File: config.mk
export PLATFORM = sky130hd
export DESIGN_NAME = maxi4_rd_splitter
export DESIGN_NICKNAME = d
export VERILOG_FILES = /design/src/rtl/maxi4_rd_splitter.sv
export SDC_FILE = /design/constraint.sdc
export NUM_CORES = 1
export LEC_CHECK = 0
export BUFFER_PORTS_ARGS = -buffer_cell sky130_fd_sc_hd__buf_2
export CAP_MARGIN = 20
export CORE_AREA = 2 2 475 477
export DETAILED_ROUTE_END_ITERATION = 8
export DIE_AREA = 0 0 477 479
export GPL_TIMING_DRIVEN = 0
export PLACE_DENSITY = 0.3
export SLEW_MARGIN = 10
export SYNTH_ARGS = -nofsm -noshare
export SYNTH_HDL_FRONTEND = slang
export SYNTH_SLANG_ARGS = --single-unit
File: constraint.sdc
create_clock -name clk -period 6.76 [get_ports clk]
set_clock_uncertainty 0.1 [all_clocks]
set_input_delay 1.352 -clock clk [delete_from_list [all_inputs] [get_ports clk]]
set_output_delay 1.352 -clock clk [all_outputs]
set_load 0.02 [all_outputs]
File: src/rtl/maxi4_rd_splitter.sv
// AXI4 read master: splits one word-count read command into AR bursts
// (max burst length, 4KB pages) and streams R data back with a command last.
module maxi4_rd_splitter #(
    parameter int AXI4_DATA_W = 512,
    parameter int AXI4_ADD_W  = 64,
    parameter int AXI4_ID_W   = 8,
    parameter int AXI4_ID     = 1,
    parameter int WORD_NB_W   = 32,
    parameter int OUTSTD_MAX  = 4
) (
    input  logic                   clk,
    input  logic                   rst,
    input  logic                   cmd_vld,
    output logic                   cmd_rdy,
    input  logic [AXI4_ADD_W-1:0]  cmd_addr,
    input  logic [WORD_NB_W-1:0]   cmd_word_nb,
    output logic [AXI4_ID_W-1:0]   arid,
    output logic [AXI4_ADD_W-1:0]  araddr,
    output logic [7:0]             arlen,
    output logic [2:0]             arsize,
    output logic [1:0]             arburst,
    output logic                   arvalid,
    input  logic                   arready,
    input  logic [AXI4_ID_W-1:0]   rid,
    input  logic [AXI4_DATA_W-1:0] rdata,
    input  logic [1:0]             rresp,
    input  logic                   rlast,
    input  logic                   rvalid,
    output logic                   rready,
    output logic [AXI4_DATA_W-1:0] out_data,
    output logic                   out_last,
    output logic                   out_vld,
    input  logic                   out_rdy,
    output logic                   err,
    output logic                   busy
);

    localparam int AXI4_DATA_BYTES = AXI4_DATA_W / 8;
    localparam int PAGE_WORDS = 4096 / AXI4_DATA_BYTES;
    localparam int AXI4_LEN_MAX = ((PAGE_WORDS < 256) ? PAGE_WORDS : 256) - 1;
    localparam int SIZE = $clog2(AXI4_DATA_BYTES);
    localparam int OUT_W = $clog2(OUTSTD_MAX + 1);

    typedef enum logic [1:0] {IDLE, ISSUE, DRAIN} state_e;

    state_e                  state_q, state_d;
    logic [AXI4_ADD_W-1:0]   iss_addr_q, iss_addr_d;
    logic [WORD_NB_W-1:0]    iss_rmn_q, iss_rmn_d;
    logic [WORD_NB_W-1:0]    rsp_rmn_q, rsp_rmn_d;
    logic [OUT_W-1:0]        outstd_q, outstd_d;
    logic                    arvalid_q, arvalid_d;
    logic [AXI4_ADD_W-1:0]   araddr_q, araddr_d;
    logic [7:0]              arlen_q, arlen_d;
    logic                    err_q, err_d;
    logic                    load;
    logic [12:0]             page;
    logic [12:0]             lim;
    logic [8:0]              blen;

    logic ar_hs;
    logic r_hs;
    logic rl_hs;
    logic unused_rid;

    assign ar_hs = arvalid_q & arready;
    assign r_hs  = rvalid & out_rdy;
    assign rl_hs = r_hs & rlast & (outstd_q != '0);
    assign unused_rid = ^rid;

    assign arid    = AXI4_ID_W'(AXI4_ID);
    assign arsize  = 3'(SIZE);
    assign arburst = 2'b01;
    assign arvalid = arvalid_q;
    assign araddr  = araddr_q;
    assign arlen   = arlen_q;

    assign out_data = rdata;
    assign out_vld  = rvalid;
    assign rready   = out_rdy;
    assign out_last = rvalid & (rsp_rmn_q == WORD_NB_W'(1));

    assign err     = err_q;
    assign busy    = (state_q != IDLE);
    assign cmd_rdy = (state_q == IDLE);

    always_comb begin
        outstd_d = outstd_q;
        if (ar_hs && !rl_hs) begin
            outstd_d = outstd_q + OUT_W'(1);
        end else if (!ar_hs && rl_hs) begin
            outstd_d = outstd_q - OUT_W'(1);
        end
    end

    always_comb begin
        state_d    = state_q;
        iss_addr_d = iss_addr_q;
        iss_rmn_d  = iss_rmn_q;
        rsp_rmn_d  = rsp_rmn_q;
        arvalid_d  = arvalid_q;
        araddr_d   = araddr_q;
        arlen_d    = arlen_q;
        err_d      = err_q;
        load       = 1'b0;
        page       = '0;
        lim        = '0;
        blen       = '0;

        if (r_hs && rsp_rmn_q != '0) begin
            rsp_rmn_d = rsp_rmn_q - WORD_NB_W'(1);
        end
        if (r_hs && rresp != 2'b00) begin
            err_d = 1'b1;
        end

        unique case (state_q)
            IDLE: begin
                if (cmd_vld) begin
                    iss_addr_d = cmd_addr & ~AXI4_ADD_W'(AXI4_DATA_BYTES - 1);
                    iss_rmn_d  = cmd_word_nb;
                    rsp_rmn_d  = cmd_word_nb;
                    err_d      = 1'b0;
                    if (cmd_word_nb != '0) begin
                        state_d = ISSUE;
                        load    = 1'b1;
                    end
                end
            end
            ISSUE: begin
                if (ar_hs) begin
                    iss_addr_d = iss_addr_q
                               + ((AXI4_ADD_W'(arlen_q) + AXI4_ADD_W'(1)) << SIZE);
                    iss_rmn_d  = iss_rmn_q
                               - (WORD_NB_W'(arlen_q) + WORD_NB_W'(1));
                end
                if (iss_rmn_d == '0) begin
                    state_d   = DRAIN;
                    arvalid_d = 1'b0;
                end else if (!arvalid_q || ar_hs) begin
                    load = 1'b1;
                end
            end
            DRAIN: begin
                if (rsp_rmn_d == '0) begin
                    state_d = IDLE;
                end
            end
            default: state_d = IDLE;
        endcase

        // Next burst: clipped by remaining words, max length and 4KB page end
        if (load) begin
            page      = (13'd4096 - {1'b0, iss_addr_d[11:0]}) >> SIZE;
            lim       = (page < 13'(AXI4_LEN_MAX + 1)) ? page : 13'(AXI4_LEN_MAX + 1);
            blen      = (64'(iss_rmn_d) < 64'(lim)) ? 9'(iss_rmn_d) : 9'(lim);
            araddr_d  = iss_addr_d;
            arlen_d   = 8'(blen - 9'd1);
            arvalid_d = (outstd_d < OUT_W'(OUTSTD_MAX));
        end
    end

    always_ff @(posedge clk or posedge rst) begin
        if (rst) begin
            state_q    <= IDLE;
            iss_addr_q <= '0;
            iss_rmn_q  <= '0;
            rsp_rmn_q  <= '0;
            outstd_q   <= '0;
            arvalid_q  <= 1'b0;
            araddr_q   <= '0;
            arlen_q    <= '0;
            err_q      <= 1'b0;
        end else begin
            state_q    <= state_d;
            iss_addr_q <= iss_addr_d;
            iss_rmn_q  <= iss_rmn_d;
            rsp_rmn_q  <= rsp_rmn_d;
            outstd_q   <= outstd_d;
            arvalid_q  <= arvalid_d;
            araddr_q   <= araddr_d;
            arlen_q    <= arlen_d;
            err_q      <= err_d;
        end
    end

    // Responses with no command in progress break the single-ID contract
    a_no_r_in_idle: assert property (@(posedge clk) disable iff (rst)
        !(rvalid && state_q == IDLE));

endmodule
==> impl_metrics.sql, run 1 <==
INSERT INTO impl_metrics (metric_group, metric, value, unit) VALUES
('hold_path', 'holdCritStartpoint', 'araddr[11]', ''),
('clock_tree', 'post-cts-setup-buffer-count', '0', ''),
('logic_synthesis', 'post_synth_inst_count', '2093', ''),
('power', 'cellInternalPower', '5000', 'µW'),
('final_layout', 'layoutNonFillerInstCount', '5864', ''),
('final_layout', 'area.growth.synth_to_final', '49.6', '%'),
('sta', 'finalWorstPathRequiredPeriod', '6410', 'ps'),
('critical_path', 'path_max_fanout', '10', ''),
('clock_tree', 'cts-root-buf', 'sky130_fd_sc_hd__clkbuf_16', ''),
('sta', 'maxSlewViolCount', '0', ''),
('floorplanning', 'floorplan_die_width', '477', 'µm'),
('logic_synthesis', 'yosys_register_bits', '207', ''),
('floorplanning', 'dieArea', '0.228', 'mm²'),
('hold_path', 'holdCritPathClass', 'reg2reg', ''),
('critical_path', 'cp.required', '7170', 'ps'),
('job', 'maxCapViolations', '0', ''),
('sta', 'timing.setup.tns', '0', 'ps'),
('power', 'power_density', '367', 'mW/mm²'),
('critical_path', 'r2r_end', 'arlen[6]', ''),
('route', 'avgViaCountPerCell', '3.23', ''),
('sta', 'slew_limit_headroom', '12.6', '%'),
('clock_tree', 'clkLatencyLatePin', '590', 'ps'),
('place', 'dp_cells', '5794', ''),
('hold_path', 'holdPathStages', '2', ''),
('sta', 'rsz0062_at_grt', 'false', ''),
('grt', 'wire_length_of_the_first_global_routing_pass', '207', 'mm'),
('logic_synthesis', 'leading_register_cell_type_out_of_synthesis', 'sky130_fd_sc_hd__dfrtp_1', ''),
('clock_tree', 'cts_h_tree_depth', '1', ''),
('route', 'first_iter_violations', '1306', ''),
('hold_path', 'holdPathEnd', 'araddr[11]', ''),
('power', 'irDropWorstVdd', '0.216', 'mV'),
('logic_synthesis', 'async_reset_ff_share', '100', '%'),
('grt', 'grt_pass1_vias', '18400', ''),
('logic_synthesis', 'synth_warn', '0', ''),
('floorplanning', 'row_count', '174', ''),
('clock_tree', 'clock-sinks', '207', ''),
('critical_path', 'critical_path_capture_point_type', 'flip-flop', ''),
('route', 'drtPass1Iterations', '5', ''),
('floorplanning', 'dieHeight', '479', 'µm'),
('sta', 'timing.final.crit_share', '94.9', '%'),
('place', 'dp_hpwl', '150', 'mm'),
('floorplanning', 'num_io_pins', '1229', ''),
('sta', 'hold-worst-slack', '391', 'ps'),
('route', 'wirelength', '167', 'mm'),
('grt', 'gr-usage-all-layers', '13.8', '%'),
('logic_synthesis', 'syn-cell-area', '0.0175', 'mm²'),
('floorplanning', 'core_area', '0.224', 'mm²'),
('logic_synthesis', 'synth_edf_count', '0', ''),
('route', 'drc', '0', ''),
('critical_path', 'reg2reg_slack', '360', 'ps'),
('place', 'routabilityCongestion', '0.948', ''),
('critical_path', 'reg2reg_depth', '23', ''),
('sta', 'measured_slew_at_the_worst_slew_check_pin', '1310', 'ps'),
('power', 'clock_power_share', '20.2', '%'),
('critical_path', 'r2r_path_start', 'arvalid', ''),
('place', 'detailedPlace.worstSlack', '-1660', 'ps'),
('floorplanning', 'start_util', '7.85', '%'),
('final_layout', 'drive_above_1_share', '49.5', '%'),
('power', 'leakage', '0.0114', 'µW'),
('route', 'wl_per_cell', '28.4', 'µm'),
('clock_tree', 'cts-root-to-sink-buffers', '3', ''),
('outcome', 'status', 'finished, final reports clean', ''),
('route', 'final_antenna_net_count', '0', ''),
('power', 'share_seq_of_total_power', '24.4', '%'),
('grt', 'grt-ovfl-total', '0', ''),
('sta', 'fmaxAchievable', '156', 'MHz'),
('clock_tree', 'clk_pin_slew', '60', 'ps'),
('logic_synthesis', 'synth_sequential_area_ratio', '29.5', '%'),
('final_layout', 'final_net_count', '3492', ''),
('sta', 'setup_violations', '0', ''),
('place', 'numPortBuffers', '688', '');
[cells in the final DEF, fill, tap and decap left out, types with 25 or more instances in the layout]
cell type                   synthesis  layout
sky130_fd_sc_hd__buf_2              9     702
sky130_fd_sc_hd__buf_4            527     528
sky130_fd_sc_hd__dfrtp_1          207     207
sky130_fd_sc_hd__nor2_1           155     155
sky130_fd_sc_hd__a21oi_1          123     121
sky130_fd_sc_hd__nand2_1          114     113
sky130_fd_sc_hd__clkbuf_1          85      73
sky130_fd_sc_hd__o21ai_0           69      69
sky130_fd_sc_hd__mux2_2            68      68
sky130_fd_sc_hd__nor3_1            62      61
sky130_fd_sc_hd__o22ai_1           56      56
sky130_fd_sc_hd__inv_1             54      53
sky130_fd_sc_hd__nand3_1           46      46
sky130_fd_sc_hd__xnor2_1           41      41
sky130_fd_sc_hd__ha_1              33      32
sky130_fd_sc_hd__clkbuf_16          0      31
sky130_fd_sc_hd__mux2i_1           28      28
sky130_fd_sc_hd__nor4_1            28      27
sky130_fd_sc_hd__xor2_1            25      25
[logic make-up after synthesis]
kind of cell	Yosys count	share of synthesized area, %
other	2	0.0428
AND/OR/NAND/NOR	561	16.2
adder cells (fa/ha/maj)	35	2.58
XOR/XNOR	66	3.29
AO/OA/AOI/OAI	437	16.2
buffers and inverters	688	26.1
multiplexers	97	6.05
flip-flops	207	29.5
[layer usage]
layer,track usage (%),part of all wire [%]
met1,15.6,38
met2,24.4,50
met3,6.04,11
met4,2.00,1.6
met5,0,0.10
[sequential cells by signal, summed over array words and instances (netlist names)]
signal / cells
outstd_q: 3
araddr: 64
iss_rmn_q: 32
arvalid: 1
arlen: 8
iss_addr_q: 64
err: 1
state_q: 2
rsp_rmn_q: 32
[worst max-delay path: stages]
cell and delay [ps]:
sky130_fd_sc_hd__clkbuf_2 220, sky130_fd_sc_hd__and2_1 240, sky130_fd_sc_hd__clkbuf_2 270, sky130_fd_sc_hd__and3_1 290
sky130_fd_sc_hd__a221o_1 380, sky130_fd_sc_hd__nor3_2 240, sky130_fd_sc_hd__nor2b_1 240, sky130_fd_sc_hd__nand2b_1 150
sky130_fd_sc_hd__nor2_1 180, sky130_fd_sc_hd__xnor2_1 150, sky130_fd_sc_hd__ha_1 270, sky130_fd_sc_hd__a21oi_1 220
sky130_fd_sc_hd__nand3_1 110, sky130_fd_sc_hd__o211ai_1 310, sky130_fd_sc_hd__nand3b_1 200, sky130_fd_sc_hd__nor4_4 360
sky130_fd_sc_hd__and4_4 360, sky130_fd_sc_hd__mux2_4 190, sky130_fd_sc_hd__ha_2 260, sky130_fd_sc_hd__nand2_1 60
sky130_fd_sc_hd__or4_1 430, sky130_fd_sc_hd__o41ai_1 80, sky130_fd_sc_hd__mux2i_1 150, sky130_fd_sc_hd__o21ai_1 130
[through the flow]
stage	utilization (%)	cell area, µm²
global placement	11.1	24800
CTS	11.7	26200
detailed placement	11.2	25000
global route	11.7	26200
floorplan	-	17600
finish	11.7	26300
[power groups by stage]
stage	Clock [µW]	Combinational (µW)	Sequential (µW)
5_1_grt	2040	5860	2430
6_report	1940	5340	2350
3_5_place_dp	0	5360	2350
2_1_floorplan	0	3230	2400
4_1_cts	2000	5420	2340
3_3_place_gp	0	5360	2360
[how the worst max path moves through the flow]
stage,slack (ps),from,endpoint,cells past startpoint
after floorplan,790,arready,arlen[6],24
after global placement,-1730,cmd_vld,arlen[6],23
after detailed placement,-1660,cmd_vld,arlen[6],23
after CTS,30,arready,arlen[6],23
after global routing,0.06,arready,arlen[6],24
final,350,arready,arlen[6],24
[synth_stat cells (all sizes together) (6+ instances only)]
| cell | number | area share (%) |
|---|---|---|
| nor3b | 8 | 0.34 |
| buf | 548 | 23 |
| a31oi | 25 | 0.89 |
| a211oi | 15 | 0.64 |
| or2 | 7 | 0.25 |
| nand2b | 8 | 0.29 |
| nor4b | 6 | 0.30 |
| xor2 | 25 | 1.2 |
| xnor2 | 41 | 2.0 |
| nand3 | 46 | 1.3 |
| mux2 | 69 | 4.4 |
| inv | 54 | 1.2 |
| o21ai | 76 | 2.2 |
| nor2b | 17 | 0.61 |
| o22ai | 56 | 2.0 |
| and3 | 23 | 0.82 |
| nand3b | 7 | 0.30 |
| a311oi | 13 | 0.68 |
| nor2 | 157 | 3.4 |
| o22a | 11 | 0.55 |
| nor3 | 62 | 1.8 |
| a221o | 9 | 0.51 |
| or4 | 14 | 0.64 |
| clkbuf | 86 | 1.8 |
| a22oi | 16 | 0.68 |
| o31ai | 7 | 0.30 |
| a21o | 13 | 0.56 |
| o211ai | 9 | 0.39 |
| nor4 | 30 | 1.1 |
| nand4 | 24 | 0.89 |
| ha | 33 | 2.4 |
| and2 | 7 | 0.25 |
| mux2i | 28 | 1.6 |
| a2111oi | 7 | 0.46 |
| and4 | 6 | 0.31 |
| nand2 | 114 | 2.4 |
| dfrtp | 207 | 30 |
| o41ai | 7 | 0.35 |
| or3 | 14 | 0.50 |
| a21oi | 123 | 3.5 |
[layout make-up]
class / instances / area [µm²]
Multi-Input combinational cell: 1209 / 7880
Fill cell: 26000 / 197000
Timing Repair Buffer: 698 / 3610
Clock buffer: 40 / 890
Inverter: 54 / 206
Sequential cell: 207 / 5180
Buffer: 632 / 4400
Tap cell: 2992 / 3740
Clock inverter: 16 / 309
Antenna cell: 16 / 40.0
[timing repair]
| item | in CTS | in global routing |
|---|---|---|
| gates resized for setup | 18 | 12 |
| pin swaps | 0 | 1 |
| setup endpoints to repair | 8 | 2 |
| cloned | 0 | 0 |
No activity file was read; power rests on OpenSTA's default activity.
==> run 2, diff against run 1 <==
--- a/config.mk
+++ b/config.mk
@@ -11,7 +11,6 @@
 export DETAILED_ROUTE_END_ITERATION = 8
 export DIE_AREA = 0 0 477 479
 export GPL_TIMING_DRIVEN = 0
-export PLACE_DENSITY = 0.3
 export SLEW_MARGIN = 10
 export SYNTH_ARGS = -nofsm -noshare
 export SYNTH_HDL_FRONTEND = slang
==> impl_metrics.sql, run 2 (synthesized netlist as in run 1, its figures left out) <==
INSERT INTO impl_metrics (metric_group, metric, value, unit) VALUES
('floorplanning', 'floorplan_die_width', '477', 'µm'),
('final_layout', 'final_net_count', '3485', ''),
('route', 'first_iter_violations', '1820', ''),
('sta', 'slew_limit_headroom', '22.9', '%'),
('place', 'detailedPlace.worstSlack', '-1340', 'ps'),
('final_layout', 'layout.cells.most_common', 'sky130_fd_sc_hd__buf_2', ''),
('place', 'numPortBuffers', '688', ''),
('power', 'power.combinational.fraction', '57.7', '%'),
('grt', 'antenna_violations_before_repair', '243', ''),
('final_layout', 'area.growth.synth_to_final', '47.9', '%'),
('route', 'final_antenna_net_count', '0', ''),
('clock_tree', 'cts_hold_buf', '0', ''),
('critical_path', 'critical_path_class', 'in2reg', ''),
('critical_path', 'worstSetupStartpointType', 'input port', ''),
('power', 'swShare', '49.3', '%'),
('power', 'power_density', '355', 'mW/mm²'),
('critical_path', 'critPathBufInv', '2', ''),
('critical_path', 'cp.required', '7150', 'ps'),
('place', 'routabilityCongestion', '0.983', ''),
('grt', 'gr-usage-all-layers', '15.4', '%'),
('floorplanning', 'num_io_pins', '1229', ''),
('route', 'wl_per_cell', '31.7', 'µm'),
('route', 'drtPass1Iterations', '5', ''),
('grt', 'grt_pass1_vias', '17700', ''),
('sta', 'fmaxAchievable', '156', 'MHz'),
('sta', 'maxSlewViolCount', '0', ''),
('power', 'irDropWorstVdd', '0.242', 'mV'),
('sta', 'timing.setup.tns', '0', 'ps'),
('power', 'cellInternalPower', '4670', 'µW'),
('sta', 'rsz0062_at_grt', 'false', ''),
('clock_tree', 'cts-root-to-sink-buffers', '3', ''),
('final_layout', 'layoutNonFillerInstCount', '5854', ''),
('power', 'share_seq_of_total_power', '25.5', '%'),
('clock_tree', 'cts_buffers', '26', ''),
('final_layout', 'seq_area', '0.00518', 'mm²'),
('grt', 'wire_length_of_the_first_global_routing_pass', '223', 'mm'),
('clock_tree', 'clock-sinks', '207', ''),
('final_layout', 'fin_util', '11.6', '%'),
('clock_tree', 'cts-root-buf', 'sky130_fd_sc_hd__clkbuf_16', ''),
('final_layout', 'layout.cells.most_common_list', 'sky130_fd_sc_hd__buf_2, sky130_fd_sc_hd__buf_4, sky130_fd_sc_hd__dfrtp_1', ''),
('final_layout', 'multi_input_comb_area', '0.00787', 'mm²'),
('clock_tree', 'clk_pin_slew', '50', 'ps'),
('floorplanning', 'dieHeight', '479', 'µm'),
('route', 'vias', '19700', ''),
('critical_path', 'slowest_delay', '460', 'ps'),
('clock_tree', 'cts_tree', 'done', ''),
('critical_path', 'path_max_fanout', '10', ''),
('sta', 'timing.final.crit_share', '95.1', '%'),
('critical_path', 'critical_path_capture_point_type', 'flip-flop', ''),
('floorplanning', 'dieArea', '0.228', 'mm²'),
('clock_tree', 'cts_h_tree_depth', '1', ''),
('power', 'leakage', '0.0112', 'µW'),
('sta', 'finalWorstPathRequiredPeriod', '6430', 'ps'),
('clock_tree', 'post-cts-setup-buffer-count', '0', ''),
('floorplanning', 'row_count', '174', ''),
('critical_path', 'critPathArrivalTime', '6820', 'ps'),
('critical_path', 'cpMaxStageDelayCell', 'sky130_fd_sc_hd__o41ai_1', ''),
('route', 'wirelength', '185', 'mm'),
('grt', 'grt_max_degree', '39', ''),
('route', 'drc', '0', ''),
('power', 'clock_power_share', '16.8', '%'),
('clock_tree', 'clkLatencyLatePin', '590', 'ps'),
('final_layout', 'drive_above_1_share', '49.2', '%'),
('power', 'total_power', '9220', 'µW'),
('sta', 'final_critical_path_setup_slack', '334', 'ps'),
('floorplanning', 'start_util', '7.85', '%'),
('floorplanning', 'core_area', '0.224', 'mm²'),
('critical_path', 'crit_family', 'simple AND/OR/NAND/NOR gates', ''),
('place', 'dp_cells', '5791', ''),
('route', 'avgViaCountPerCell', '3.36', ''),
('job', 'maxCapViolations', '0', ''),
('hold_path', 'holdCritPathClass', 'reg2reg', ''),
('critical_path', 'crit_path_frequent_cell', 'sky130_fd_sc_hd__clkbuf_2', ''),
('power', 'p_switching', '4550', 'µW'),
('critical_path', 'worstPathCellList', 'clkbuf_2, and2_1, clkbuf_2, and3_1, a221o_1, nor3_2, nor2b_1, nand2b_1, nor2_1, xnor2_1, ha_1, a21oi_1, nand3_1, o211ai_1, nand3b_1, nor4_4, and4_4, mux2_4, ha_2, o41ai_1, mux2i_1, o21ai_1', ''),
('outcome', 'status', 'finished, final reports clean', ''),
('sta', 'measured_slew_at_the_worst_slew_check_pin', '1160', 'ps'),
('final_layout', 'fillCellCount', '26000', ''),
('sta', 'setup_violations', '0', ''),
('sta', 'final-hold-violation-count', '0', ''),
('grt', 'grt-ovfl-total', '0', ''),
('place', 'dp_hpwl', '170', 'mm');
## run 2: area by class of cell
class                      instances  area share (%)
clock buffer                      36            2.92
buffer                           631            16.9
antenna                           17           0.164
multi-input combinational       1209            30.3
tap                             2992            14.4
inverter                          54           0.796
clock inverter                    12           0.685
sequential                       207            20.0
timing repair buffer             696            13.8
## run 2: layer usage
layer  vias to the layer above  wire, µm  GRT usage [%]
met1                      9172     65600           16.8
met3                       542     22800           7.10
met5                         -       317              0
li1                       8334         -              -
met4                        48      5870           2.34
met2                      1574     90800           27.5
## run 2: timing repair
item	4_1_cts	5_1_grt
pin swaps	0	0
endpoints found under the setup margin	4	3
gates resized for setup	10	21
## run 2: power groups by stage
stage | combinational (µW) | sequential [µW] | clock (µW)
after floorplan | 3230 | 2400 | 0
after global placement | 5260 | 2320 | 0
after detailed placement | 5290 | 2330 | 0
after CTS | 5330 | 2310 | 1590
after global routing | 5760 | 2420 | 1630
final | 5320 | 2350 | 1550
## run 2: worst paths after layout
| check | from | end | cells after the start | slack (ps) |
|---|---|---|---|---|
| hold / removal | araddr[23] | araddr[23] | 1 | 400 |
| min in group asynchronous | rst | araddr[31] | 2 | 790 |
| max in group asynchronous | rst | rsp_rmn_q[5] | 5 | 4690 |
| setup / recovery | arready | arlen[6] | 22 | 330 |
| setup reg to reg | state_q[1] | arlen[6] | 21 | 360 |
| hold reg to reg | araddr[23] | araddr[23] | 1 | 400 |
## run 2: per-stage QoR
step                      hold slack [ps]  area (µm²)
final                                 401       26000
after global routing                  411       25900
after CTS                             402       25900
after global placement                381       24800
after floorplan                       389       17600
after detailed placement              388       24900
